<file path="src/rtl/f_pc_ctrl.sv">
// rtl/f_pc_ctrl.sv - fetch-stage next-PC controller with buffered redirect
module f_pc_ctrl #(
    parameter logic [31:0] RESET_PC   = 32'h0000_3000,
    parameter logic [31:0] HANDLER_PC = 32'h0000_4180
) (
    input  logic        clk,
    input  logic        reset,
    input  logic [31:0] pc,
    input  logic        stall,
    input  logic        redir_valid,
    input  logic [31:0] redir_target,
    input  logic        exc_req,
    input  logic        eret_req,
    input  logic [31:0] epc,
    output logic [31:0] npc,
    output logic        pc_en,
    output logic        flush,
    output logic        redir_pending,
    output logic        fetch_misalign
);

    typedef enum logic {
        ST_RUN  = 1'b0,
        ST_PEND = 1'b1
    } state_t;

    state_t      state;
    state_t      state_next;
    logic [31:0] pend_target;
    logic [31:0] pend_target_next;

    // State register and buffered redirect target; reset drops any pending redirect
    always_ff @(posedge clk or negedge reset) begin
        if (!reset) begin
            state       <= ST_RUN;
            pend_target <= 32'h0;
        end else begin
            state       <= state_next;
            pend_target <= pend_target_next;
        end
    end

    // Next state: exception/eret discard the buffer, a stalled redirect is captured (newest wins)
    always_comb begin
        state_next       = state;
        pend_target_next = pend_target;
        if (exc_req || eret_req) begin
            state_next = ST_RUN;
        end else if (stall) begin
            if (redir_valid) begin
                state_next       = ST_PEND;
                pend_target_next = redir_target;
            end
        end else begin
            // Any unstalled cycle consumes a live or buffered redirect, or fetches sequentially
            state_next = ST_RUN;
        end
    end

    // Output selection in priority order; outputs are held inert while reset is low
    always_comb begin
        npc   = pc + 32'd4;
        pc_en = 1'b1;
        flush = 1'b0;
        if (!reset) begin
            npc   = RESET_PC;
            pc_en = 1'b0;
        end else if (exc_req) begin
            npc   = HANDLER_PC;
            flush = 1'b1;
        end else if (eret_req) begin
            npc   = epc;
            flush = 1'b1;
        end else if (stall) begin
            npc   = pc;
            pc_en = 1'b0;
        end else if (redir_valid) begin
            npc = redir_target;
        end else if (state == ST_PEND) begin
            npc = pend_target;
        end
    end

    assign redir_pending  = (state == ST_PEND);
    assign fetch_misalign = pc_en & (npc[1:0] != 2'b00);

endmodule

</file>
<file path="config.mk">
export PLATFORM = sky130hd
export DESIGN_NAME = f_pc_ctrl
export DESIGN_NICKNAME = d
export VERILOG_FILES = /design/src/rtl/f_pc_ctrl.sv
export SDC_FILE = /design/constraint.sdc
export NUM_CORES = 1
export LEC_CHECK = 0
export ABC_AREA = 1
export CAP_MARGIN = 40
export CORE_AREA = 3 3 91 93
export CTS_BUF_LIST = sky130_fd_sc_hd__clkbuf_16
export CTS_CLUSTER_SIZE = 16
export DETAILED_ROUTE_END_ITERATION = 16
export DIE_AREA = 0 0 94 96
export PLACE_DENSITY = 0.87
export SLEW_MARGIN = 25
export SYNTH_ARGS = -nofsm -noshare
export SYNTH_HDL_FRONTEND = slang
export SYNTH_SLANG_ARGS = --single-unit
</file>
<file path="constraint.sdc">
create_clock -name clk -period 1.7 [get_ports clk]
set_input_delay 0.34 -clock clk [delete_from_list [all_inputs] [get_ports clk]]
set_output_delay 0.34 -clock clk [all_outputs]
set_load 0.02 [all_outputs]
</file>
# --- Yosys cells after proc, flatten, opt, wreduce, memory -nomap -nowiden ---
# Index checks and enable logic that the tools add are counted.
word_totals:
  register_bits: 33
  input_bits: 102
op_classes:
  n_mux: 16
  bitwise: 2
  reduce_logical: 3
  addsub: 1
  n_eq_ne: 1
ops:
  columns: ["operator", "n"]
  rows:
  - ["2-to-1 mux 32 bit", 6]
  - ["adder 32 x 3 -> 32 bit (second input constant)", 1]
  - ["2-to-1 mux 1 bit", 10]
  - ["inequality test 3 x 1 -> 1 bit (second input constant)", 1]
  - ["AND reduction 3 bit", 1]
  - ["nonzero test 2 bit", 1]
  - ["bitwise AND 1 bit", 1]
  - ["logical OR 1 bit", 1]
  - ["inverter 1 bit", 1]

# --- Longest topological paths before layout ---
# Gate-level depths: netlist of run 1.
logic_depth:
  ltp_word: 9
  mapped_depth: 10
  ltp_nobuf: 10

# --- Worst setup path after synthesis of run 1 ---
# Ideal clock, no wire load.
synth_timing:
  kind: "input to output"
  from: "input port pc[2]"
  to: "output port npc[22]"
  path_stages: 9
  path_buffers: 0
  required_ns: 1.360
  arrival_time_ns: 1.485
  slack_ns: -0.125
  path_cell_list: "ha_1 > nand2_1 > nor2_2 > nand2_2 > nor2_4 > nand3_1 > nand3_1 > nand2_1 > a21oi_1"
synth_via:
  elab_chain_cells: 7
synth_rtl:
  columns: ["item", "line", "text"]
  rows:
  - ["start, declared", "8", "input logic [31:0] pc,"]
  - ["adder 32 x 3 -> 32 bit", "62", "npc = pc + 32'd4;"]
  - ["2-to-1 mux 32 bit", "79", "end else if (state == ST_PEND) begin"]
  - ["2-to-1 mux 32 bit", "77", "end else if (redir_valid) begin"]
  - ["2-to-1 mux 32 bit", "74", "end else if (stall) begin"]
  - ["2-to-1 mux 32 bit", "71", "end else if (eret_req) begin"]
  - ["2-to-1 mux 32 bit", "68", "end else if (exc_req) begin"]
  - ["2-to-1 mux 32 bit", "65", "if (!reset) begin"]
  - ["end, declared", "15", "output logic [31:0] npc,"]
# No other way between the ends.

# --- Worst setup path after layout of run 1 ---
layout_timing:
  from: "register state (netlist: redir_pending)"
  to: "output port npc[22]"
layout_via:
  elab_chain_cells: 6
layout_rtl:
  columns: ["item", "line", "text"]
  rows:
  - ["start, declared", "27", "state_t state;"]
  - ["start signal, assigned", "38", "state <= state_next;"]
  - ["2-to-1 mux 32 bit", "79", null]
  - ["2-to-1 mux 32 bit", "77", null]
  - ["2-to-1 mux 32 bit", "74", null]
  - ["2-to-1 mux 32 bit", "71", null]
  - ["2-to-1 mux 32 bit", "68", null]
  - ["2-to-1 mux 32 bit", "65", null]
# No other way between the ends.

==> impl_metrics.json, run 1 <==
{
  "status": "finished, violations left",
  "violations": "setup timing",
  "htreeDepth": 2,
  "end_kind": "output port",
  "switching_share": 0.360,
  "cp_max_fo": 6,
  "routed_via_density": 5.79,
  "fin_nets": 901,
  "p_seq_frac": 0.318,
  "tightestPinTransition_ps": 608,
  "p_sw_mw": 1.20,
  "seq_area_um2": 827,
  "synth_cells": 575,
  "drive_above_1_share": 0.439,
  "final_area_um2": 6410,
  "cpLargestDelayFamily": "flip-flops",
  "yosys-top-cells-area": "dfrtp_1, nand2_1, a21oi_1",
  "rsz0062_at_grt": "true",
  "drt-initial-drc-count": 507,
  "power.share.clock": 0.248,
  "critPathRequiredTime_ps": 1360,
  "fin_worst_skew_ps": 0,
  "whs_ps": 177,
  "grt_max_degree": 36,
  "fin_cells": 899,
  "coreArea_um2": 7610,
  "path_class": "flop to output port",
  "p_per_area_nw_per_um2": 518,
  "nFillCells": 467,
  "r2r_end": "redir_pending",
  "synth_ff_type": "dfrtp_1",
  "worstPathCellList": "nand2_8, buf_12, buf_8, o22ai_1, nor2_1, nand2_1, a21oi_2, buf_4",
  "cts_buffers": 5,
  "ys_warn_count": 0,
  "synthArstFlopShare": 1.00,
  "setup_violations": 33,
  "clkLatencyLatePin_ps": 270,
  "cts_tree": "yes",
  "slowest_delay_ps": 490,
  "dieArea_um2": 9020,
  "combPwrFrac": 0.434,
  "die_h_um": 96,
  "worstPathArrival_ps": 1770,
  "vias": 5205,
  "synth.distinct_cells": 27,
  "placed_area_um2": 5420,
  "wl_per_cell_um": 19.3,
  "clockRootBuffer": "clkbuf_16",
  "grt_first_pass_wirelength_um": 25000,
  "drv_cap": 0,
  "cp.depth": 8,
  "hpwl_um": 11100,
  "antenna_found_initial": 0,
  "grt_pass1_vias": 4937,
  "ys_seq_area_frac": 0.253,
  "first_pass_iters": 6,
  "hold_viol_final": 0,
  "multi_input_area_um2": 2950,
  "startpoint_type": "flop",
  "netlist_area_um2": 3270,
  "routed_wl_um": 17300,
  "synth_enable_flop_cells": 0,
  "pin_count": 138,
  "intPower_mw": 2.13,
  "io_buffer_count": 137,
  "rows": 32,
  "fin_crit_sh": 1.24,
  "period_needed_ps": 2110,
  "ff2ff_setup_slack_ps": 600,
  "ant_nets": 0,
  "clockBufferDepth": 2,
  "worstSetupEndpoint": "npc[22]",
  "syn2layout_area_growth_pct": 96.4,
  "syn-num-nets": 678,
  "clock_sinks": 33,
  "cellLeakagePower_nw": 2.94,
  "relSlewSlack": 0.594,
  "syn_area_per_cell_um2": 5.68,
  "netlist.area_leader.share": 0.253,
  "drv_slew": 0,
  "utilization": 0.843,
  "cp_slowest_cell": "dfrtp_2",
  "fin_tns_setup_ps": -10030,
  "die_x_um": 94,
  "path_buf_inv": 3,
  "diodes": 0,
  "hp-class": "input port to async pin",
  "r2r_cells": 4,
  "grt_usage": 0.355,
  "synth-seq-cells": 33,
  "finalWorstSetupSlack_ps": -407,
  "placed_cells": 868,
  "grt-ovfl-total": 0,
  "clk_pin_slew_ps": 50,
  "startpoint": "redir_pending",
  "synth_top_cell_by_area": "dfrtp_1",
  "initial_core_util": 0.429,
  "post-route-drc-count": 0,
  "place_congestion": 0.924,
  "irDropWorstVdd_mv": 1.09,
  "r2r-start": "redir_pending",
  "fmax_ghz": 0.475
}
## worst min-delay path by stage
stage                                from               to  slack (ps)  depth (start not counted)
after floorplan                     reset   pend_target[0]          40                          0
after global placement    pend_target[28]  pend_target[28]         450                          2
final                               reset   pend_target[1]         180                          2
after global routing                reset   pend_target[3]         210                          2
after detailed placement   pend_target[0]   pend_target[0]         460                          2
after CTS                           reset   pend_target[3]         320                          2
## metrics by stage
stage	worst slack [ps]	power, mW
6_report	-407	3.33
5_1_grt	-504	3.46
4_1_cts	-305	3.16
3_5_place_dp	-1210	2.19
3_3_place_gp	-1180	2.16
2_1_floorplan	-34.2	1.52
## cell families after synthesis
group | count (synthesis) | share of synthesized area
adders and majority gates | 1 | 0.00383
AOI/OAI and AO/OA | 146 | 0.241
DFF | 33 | 0.253
buffers and inverters | 69 | 0.0858
xor gates and xnor gates | 6 | 0.0161
and+or+nand+nor | 320 | 0.400
## flip-flops by register name, summed over array words and instances (netlist names)
signal and cells:
pend_target 32, redir_pending 1
## power groups by stage
stage	Clock, mW	Sequential [mW]	Combinational [mW]
after floorplan	0	1.00	0.523
after global placement	0	1.01	1.16
after detailed placement	0	1.02	1.17
after CTS	0.819	1.03	1.31
after global routing	0.865	1.06	1.53
final	0.825	1.06	1.44
## per-layer routing
layer  global-route usage  vias up  share of wire
met2                0.623      347           0.48
met3               0.0477       85          0.092
met4                0.105        0          0.042
met5                    0        -              0
met1                0.453     2435           0.38
li1                     -     2338              -
## cell usage in the layout, fill, tap and decap left out, types with 3 or more instances in the layout
cell and count:
nor3_2 4, nand2_4 10, o22ai_4 5, clkdlybuf4s15_2 7, nor2_2 21, xnor2_1 4
a21oi_2 20, o21ai_2 5, nand2_1 156, o22ai_2 8, a21oi_1 36, dfrtp_1 32
o21ai_1 18, buf_12 9, dlygate4sd2_1 3, buf_2 17, nand2_2 38, clkbuf_2 10
nor2_4 28, o21ai_0 29, nor2_1 27, nand3_1 18, o22ai_1 14, inv_2 8
clkbuf_16 6, buf_8 4, buf_4 93, a21oi_4 4, buf_6 30, nand3_2 12
clkdlybuf4s50_1 67, inv_1 33
## synth_stat cells (all sizes together) (2+ instances only)
| master | instances |
|---|---|
| dfrtp | 33 |
| xor2 | 2 |
| nor3 | 6 |
| clkbuf | 13 |
| o22ai | 27 |
| buf | 14 |
| xnor2 | 4 |
| nand2 | 204 |
| a21oi | 60 |
| inv | 42 |
| o21bai | 3 |
| nor2 | 76 |
| nand3 | 32 |
| o211ai | 2 |
| o221ai | 2 |
| o21ai | 52 |
## layout make-up
cell class,instances,share of cell area
clock buffer,5,0.0195
clock inverter,1,0.000780
inverter,42,0.0250
multi-input combinational,474,0.460
sequential,33,0.129
tap,102,0.0199
timing repair buffer,242,0.346
## what timing repair did
item	4_1_cts	5_1_grt
setup buffers	15	7
endpoints found under the setup margin	68	45
pin swaps	63	52
gates cloned	2	1
gates resized for setup	433	89
hold buffers	0	0
(Power assumes the default switching activity.)
==> run 2, diff against run 1 <==
==> constraint.sdc (replaced) <==
create_clock -name clk -period 1.7 [get_ports clk]
set_input_delay 0.17 -clock clk [delete_from_list [all_inputs] [get_ports clk]]
set_output_delay 0.17 -clock clk [all_outputs]
set_load 0.02 [all_outputs]
==> impl_metrics.json, run 2 (synthesis gave the netlist of run 1 again) <==
{
  "multi_input_area_um2": 2680,
  "fin_crit_sh": 1.14,
  "vias": 5100,
  "setup_violations": 32,
  "cts_tree": "yes",
  "initial_core_util": 0.429,
  "finalWorstSetupSlack_ps": -246,
  "hp-class": "input port to async pin",
  "tightestPinTransition_ps": 461,
  "worstPathArrival_ps": 1780,
  "rows": 32,
  "end_kind": "output port",
  "finalPower_mw": 3.24,
  "routed_via_density": 5.74,
  "seq_area_um2": 827,
  "post-route-drc-count": 0,
  "violations": "setup timing",
  "relSlewSlack": 0.692,
  "cp_max_fo": 7,
  "hpwl_um": 11000,
  "placed_area_um2": 5290,
  "grt_first_pass_wirelength_um": 23300,
  "irDropWorstVdd_mv": 0.795,
  "cts_buffers": 5,
  "pin_count": 138,
  "final_area_um2": 6050,
  "rsz0062_at_grt": "true",
  "clk_pin_slew_ps": 50,
  "drv_cap": 0,
  "postCtsHoldBufs": 0,
  "drv_slew": 0,
  "syn2layout_area_growth_pct": 85.2,
  "mostFrequentLayoutCells": "nand2_1, buf_4, clkdlybuf4s50_1",
  "die_h_um": 96,
  "cellLeakagePower_nw": 2.83,
  "nFillCells": 555,
  "first_pass_iters": 5,
  "period_needed_ps": 1950,
  "diodes": 0,
  "coreArea_um2": 7610,
  "grt_usage": 0.328,
  "fin_cells": 888,
  "grt_max_degree": 36,
  "critPathRequiredTime_ps": 1530,
  "startpoint_type": "flop",
  "path_class": "flop to output port",
  "routed_wl_um": 16000,
  "status": "finished, violations left",
  "clockBufferDepth": 2,
  "antenna_found_initial": 0,
  "grt_pass1_vias": 4709,
  "fin_nets": 888,
  "fmax_ghz": 0.514,
  "regMostFlops": "pend_target",
  "drive_above_1_share": 0.338,
  "ant_nets": 0,
  "place_congestion": 0.958,
  "final_common_cell": "nand2_1",
  "fin_tns_setup_ps": -4740,
  "wl_per_cell_um": 18.0,
  "hold_viol_final": 0,
  "io_buffer_count": 137,
  "placed_cells": 865,
  "clockRootBuffer": "clkbuf_16",
  "fin_worst_skew_ps": 0,
  "clock_sinks": 33,
  "largest_register_ffs": 32,
  "drt-initial-drc-count": 495,
  "clkLatencyLatePin_ps": 270,
  "dieArea_um2": 9020,
  "pre_cts_slack_ps": -894,
  "htreeDepth": 2,
  "grt-ovfl-total": 0,
  "die_x_um": 94,
  "p_per_area_nw_per_um2": 535
}
-- run 2: area by class of cell --
type,instances,area share
clock inverters,3,0.00290
inverters,42,0.0261
flip-flops and latches,33,0.137
multi-input cells,473,0.443
well taps,102,0.0211
repair buffers,230,0.349
clock buffers,5,0.0207
-- run 2: report_power, final --
group	total (mW)	switching [mW]	internal [mW]
Clock	0.857	0.321	0.536
Combinational	1.31	0.692	0.622
Sequential	1.07	0.136	0.931
-- run 2: through the flow --
stage | hold WS, ps | util
finish | 166 | 0.795
detailed placement | 460 | 0.695
global route | 209 | 0.795
floorplan | -126 | -
global placement | 454 | 0.695
CTS | 173 | 0.751
-- run 2: path summary, 6_finish.rpt --
| check | startpoint | slack (ps) | endpoint | cells after the start |
|---|---|---|---|---|
| setup / recovery | redir_pending | -250 | npc[6] | 8 |
| hold / removal | reset | 170 | pend_target[9] | 2 |
| setup reg to reg | redir_pending | 750 | redir_pending | 3 |
| hold reg to reg | pend_target[16] | 470 | pend_target[16] | 2 |
| max in group asynchronous | reset | 1190 | redir_pending | 2 |
| min in group clk | pend_target[16] | 470 | pend_target[16] | 2 |
-- run 2: repair_timing --
action,CTS,global route
buffers inserted,9,6
cloned,2,0
pin swaps,42,46
resized for setup,291,91
setup endpoints to repair,35,62
-- run 2: metal layers --
layer	GRT usage	vias to the layer above	routed length [um]
li1	-	2319	-
met2	0.568	332	7970
met1	0.428	2383	6090
met3	0.0500	66	1490
met5	0	-	0
met4	0.0866	0	476
-- run 2: worst max-delay path: stages, from the launching register on --
cell and delay, ps:
dfrtp_2 440, nand2_4 150, buf_6 140, buf_6 130, o22ai_1 80, nor2_1 160
o21ai_1 90, a21oi_1 150, buf_4 160
==> run 3, diff against run 2 <==
==> config.mk (replaced) <==
export PLATFORM = sky130hd
export DESIGN_NAME = f_pc_ctrl
export DESIGN_NICKNAME = d
export VERILOG_FILES = /design/src/rtl/f_pc_ctrl.sv
export SDC_FILE = /design/constraint.sdc
export NUM_CORES = 1
export LEC_CHECK = 0
export CAP_MARGIN = 40
export CORE_AREA = 3 3 123 125
export CTS_BUF_LIST = sky130_fd_sc_hd__clkbuf_16
export CTS_CLUSTER_SIZE = 12
export DETAILED_ROUTE_END_ITERATION = 16
export DIE_AREA = 0 0 126 128
export PLACE_DENSITY = 0.55
export SLEW_MARGIN = 25
export SYNTH_ARGS = -nofsm -noshare
export SYNTH_HDL_FRONTEND = slang
export SYNTH_SLANG_ARGS = --single-unit
==> impl_metrics.json, run 3 <==
{
  "status": "finished, violations left",
  "violations": "setup timing",
  "worstPathArrival_ps": 1990,
  "fmax_ghz": 0.463,
  "irDropWorstVdd_mv": 0.382,
  "fin_nets": 772,
  "vias": 4460,
  "end_kind": "output port",
  "synthArstFlopShare": 1.00,
  "routed_via_density": 5.25,
  "synth_compound_area_frac": 0.305,
  "first_pass_iters": 5,
  "grt_first_pass_wirelength_um": 26000,
  "fin_cells": 850,
  "regMostFlops": "pend_target",
  "synth.distinct_cells": 62,
  "antenna_found_initial": 0,
  "htreeDepth": 2,
  "period_needed_ps": 2160,
  "clockBufferDepth": 2,
  "io_buffer_count": 137,
  "synth_ff_type": "dfrtp_1",
  "ys_seq_area_frac": 0.254,
  "hp-class": "input port to async pin",
  "syn-num-nets": 517,
  "p_sw_mw": 1.14,
  "whs_ps": 424,
  "startpoint_type": "flop",
  "rsz0062_at_grt": "true",
  "yosys-top-cells-area": "dfrtp_1, mux2_2, o21ai_0",
  "synth_cells": 414,
  "post-route-drc-count": 0,
  "grt_usage": 0.202,
  "cellLeakagePower_nw": 2.73,
  "synth_top_family_by_area": "compound AO/OA/AOI/OAI gates",
  "synth-seq-cells": 33,
  "power.share.clock": 0.311,
  "largest_register_ffs": 32,
  "synth.mux.area_fraction": 0.129,
  "clockRootBuffer": "clkbuf_16",
  "drv_cap": 0,
  "syn_area_per_cell_um2": 7.86,
  "p_seq_frac": 0.296,
  "rows": 43,
  "relSlewSlack": 0.744,
  "ant_nets": 0,
  "fin_worst_skew_ps": 0,
  "placed_area_um2": 5660,
  "synth_enable_flop_cells": 0,
  "grt_max_degree": 27,
  "intPower_mw": 2.40,
  "clk_pin_slew_ps": 60,
  "setup_violations": 33,
  "tightestPinTransition_ps": 383,
  "drv_slew": 0,
  "critPathRequiredTime_ps": 1530,
  "cp_max_fo": 4,
  "dieArea_um2": 16100,
  "netlist_top_cells_count": "nand2_1, o21ai_0, dfrtp_1, mux2_2, nor2_1",
  "hpwl_um": 12800,
  "clkLatencyLatePin_ps": 290,
  "initial_core_util": 0.233,
  "drt-initial-drc-count": 341,
  "switching_share": 0.323,
  "ys_warn_count": 0,
  "die_h_um": 128,
  "nFillCells": 1362,
  "synth_xor_area_frac": 0,
  "pin_count": 138,
  "die_x_um": 126,
  "p_per_area_nw_per_um2": 542,
  "clock_sinks": 33,
  "fin_crit_sh": 1.27,
  "wl_per_cell_um": 20.2,
  "cts_buffers": 5,
  "drive_above_1_share": 0.493,
  "pre_cts_slack_ps": -1190,
  "combPwrFrac": 0.392,
  "cts_tree": "yes",
  "netlist_area_um2": 3260,
  "synth-simple-area-share": 0.254,
  "placed_cells": 807,
  "path_class": "flop to output port",
  "place_congestion": 0.938,
  "hold_viol_final": 0,
  "final_common_cell": "buf_4",
  "finalWorstSetupSlack_ps": -459,
  "synth_fa_ha_area_frac": 0.00384,
  "synth_top_cell_by_area": "dfrtp_1",
  "syn2layout_area_growth_pct": 101,
  "final_area_um2": 6530,
  "netlist.area_leader.share": 0.254,
  "diodes": 0,
  "routed_wl_um": 17100,
  "synth_most_common_cell": "nand2_1",
  "grt_pass1_vias": 4650,
  "grt-ovfl-total": 0,
  "mostFrequentLayoutCells": "buf_4, clkdlybuf4s50_1, nand2_1",
  "coreArea_um2": 14000
}
run 3: worst paths after layout:
kind,endpoint,cells after the start,from,slack [ps]
max,npc[29],9,redir_pending,-460
min,pend_target[10],3,reset,420
max reg2reg,redir_pending,6,redir_pending,500
min reg2reg,pend_target[29],1,pend_target[29],510
max in group asynchronous,pend_target[23],4,reset,660
min in group clk,redir_pending,5,stall,470
run 3: routing by layer:
metal	GRT usage	up-vias	wire, um
met3	0.0300	15	842
met5	0	-	0
met4	0.0492	0	191
met1	0.271	2191	7510
met2	0.343	147	8580
li1	-	2107	-
run 3: critical path, cell delays in order, from the launching register on:
cell     delay (ps)
dfrtp_2         440
buf_6           130
buf_6           110
nor2_4          150
buf_4           140
buf_4            90
and3_1          150
mux2i_1          70
a32o_2          290
buf_6           130
run 3: repair_timing:
| action | 4_1_cts | 5_1_grt |
|---|---|---|
| gates resized for setup | 306 | 83 |
| setup buffers | 32 | 9 |
| pin swaps | 51 | 33 |
| cloned | 1 | 0 |
| setup endpoints to repair | 67 | 36 |
| endpoints found under the hold margin | 7 | 0 |
| hold buffers | 1 | 0 |
run 3: cell families after synthesis:
kind of cell	count (synthesis)
muxes	38
DFF	33
adders and majority gates	1
buffers and inverters	40
AOI/OAI and AO/OA	148
and+or+nand+nor	154
run 3: final cells by class:
type | count | area (um^2) | area share
clock buffers | 5 | 125 | 0.0192
repair buffers | 280 | 2510 | 0.384
inverters | 8 | 32.5 | 0.00498
clock inverters | 3 | 46.3 | 0.00709
well taps | 180 | 225 | 0.0345
flip-flops and latches | 33 | 827 | 0.127
multi-input cells | 341 | 2770 | 0.424
run 3: through the flow:
| step | util | power (mW) | TNS, ps |
|---|---|---|---|
| floorplan | - | 1.59 | -56.3 |
| global placement | 0.405 | 2.28 | -44390 |
| detailed placement | 0.405 | 2.30 | -45600 |
| CTS | 0.455 | 3.49 | -11530 |
| global route | 0.467 | 3.68 | -12870 |
| finish | 0.467 | 3.54 | -10640 |
run 3: power groups by stage:
stage | logic (mW) | registers [mW] | clock network, mW
after global placement | 1.24 | 1.04 | 0
after CTS | 1.33 | 1.04 | 1.11
after global routing | 1.49 | 1.07 | 1.13
final | 1.39 | 1.05 | 1.10
after floorplan | 0.558 | 1.03 | 0
after detailed placement | 1.25 | 1.05 | 0
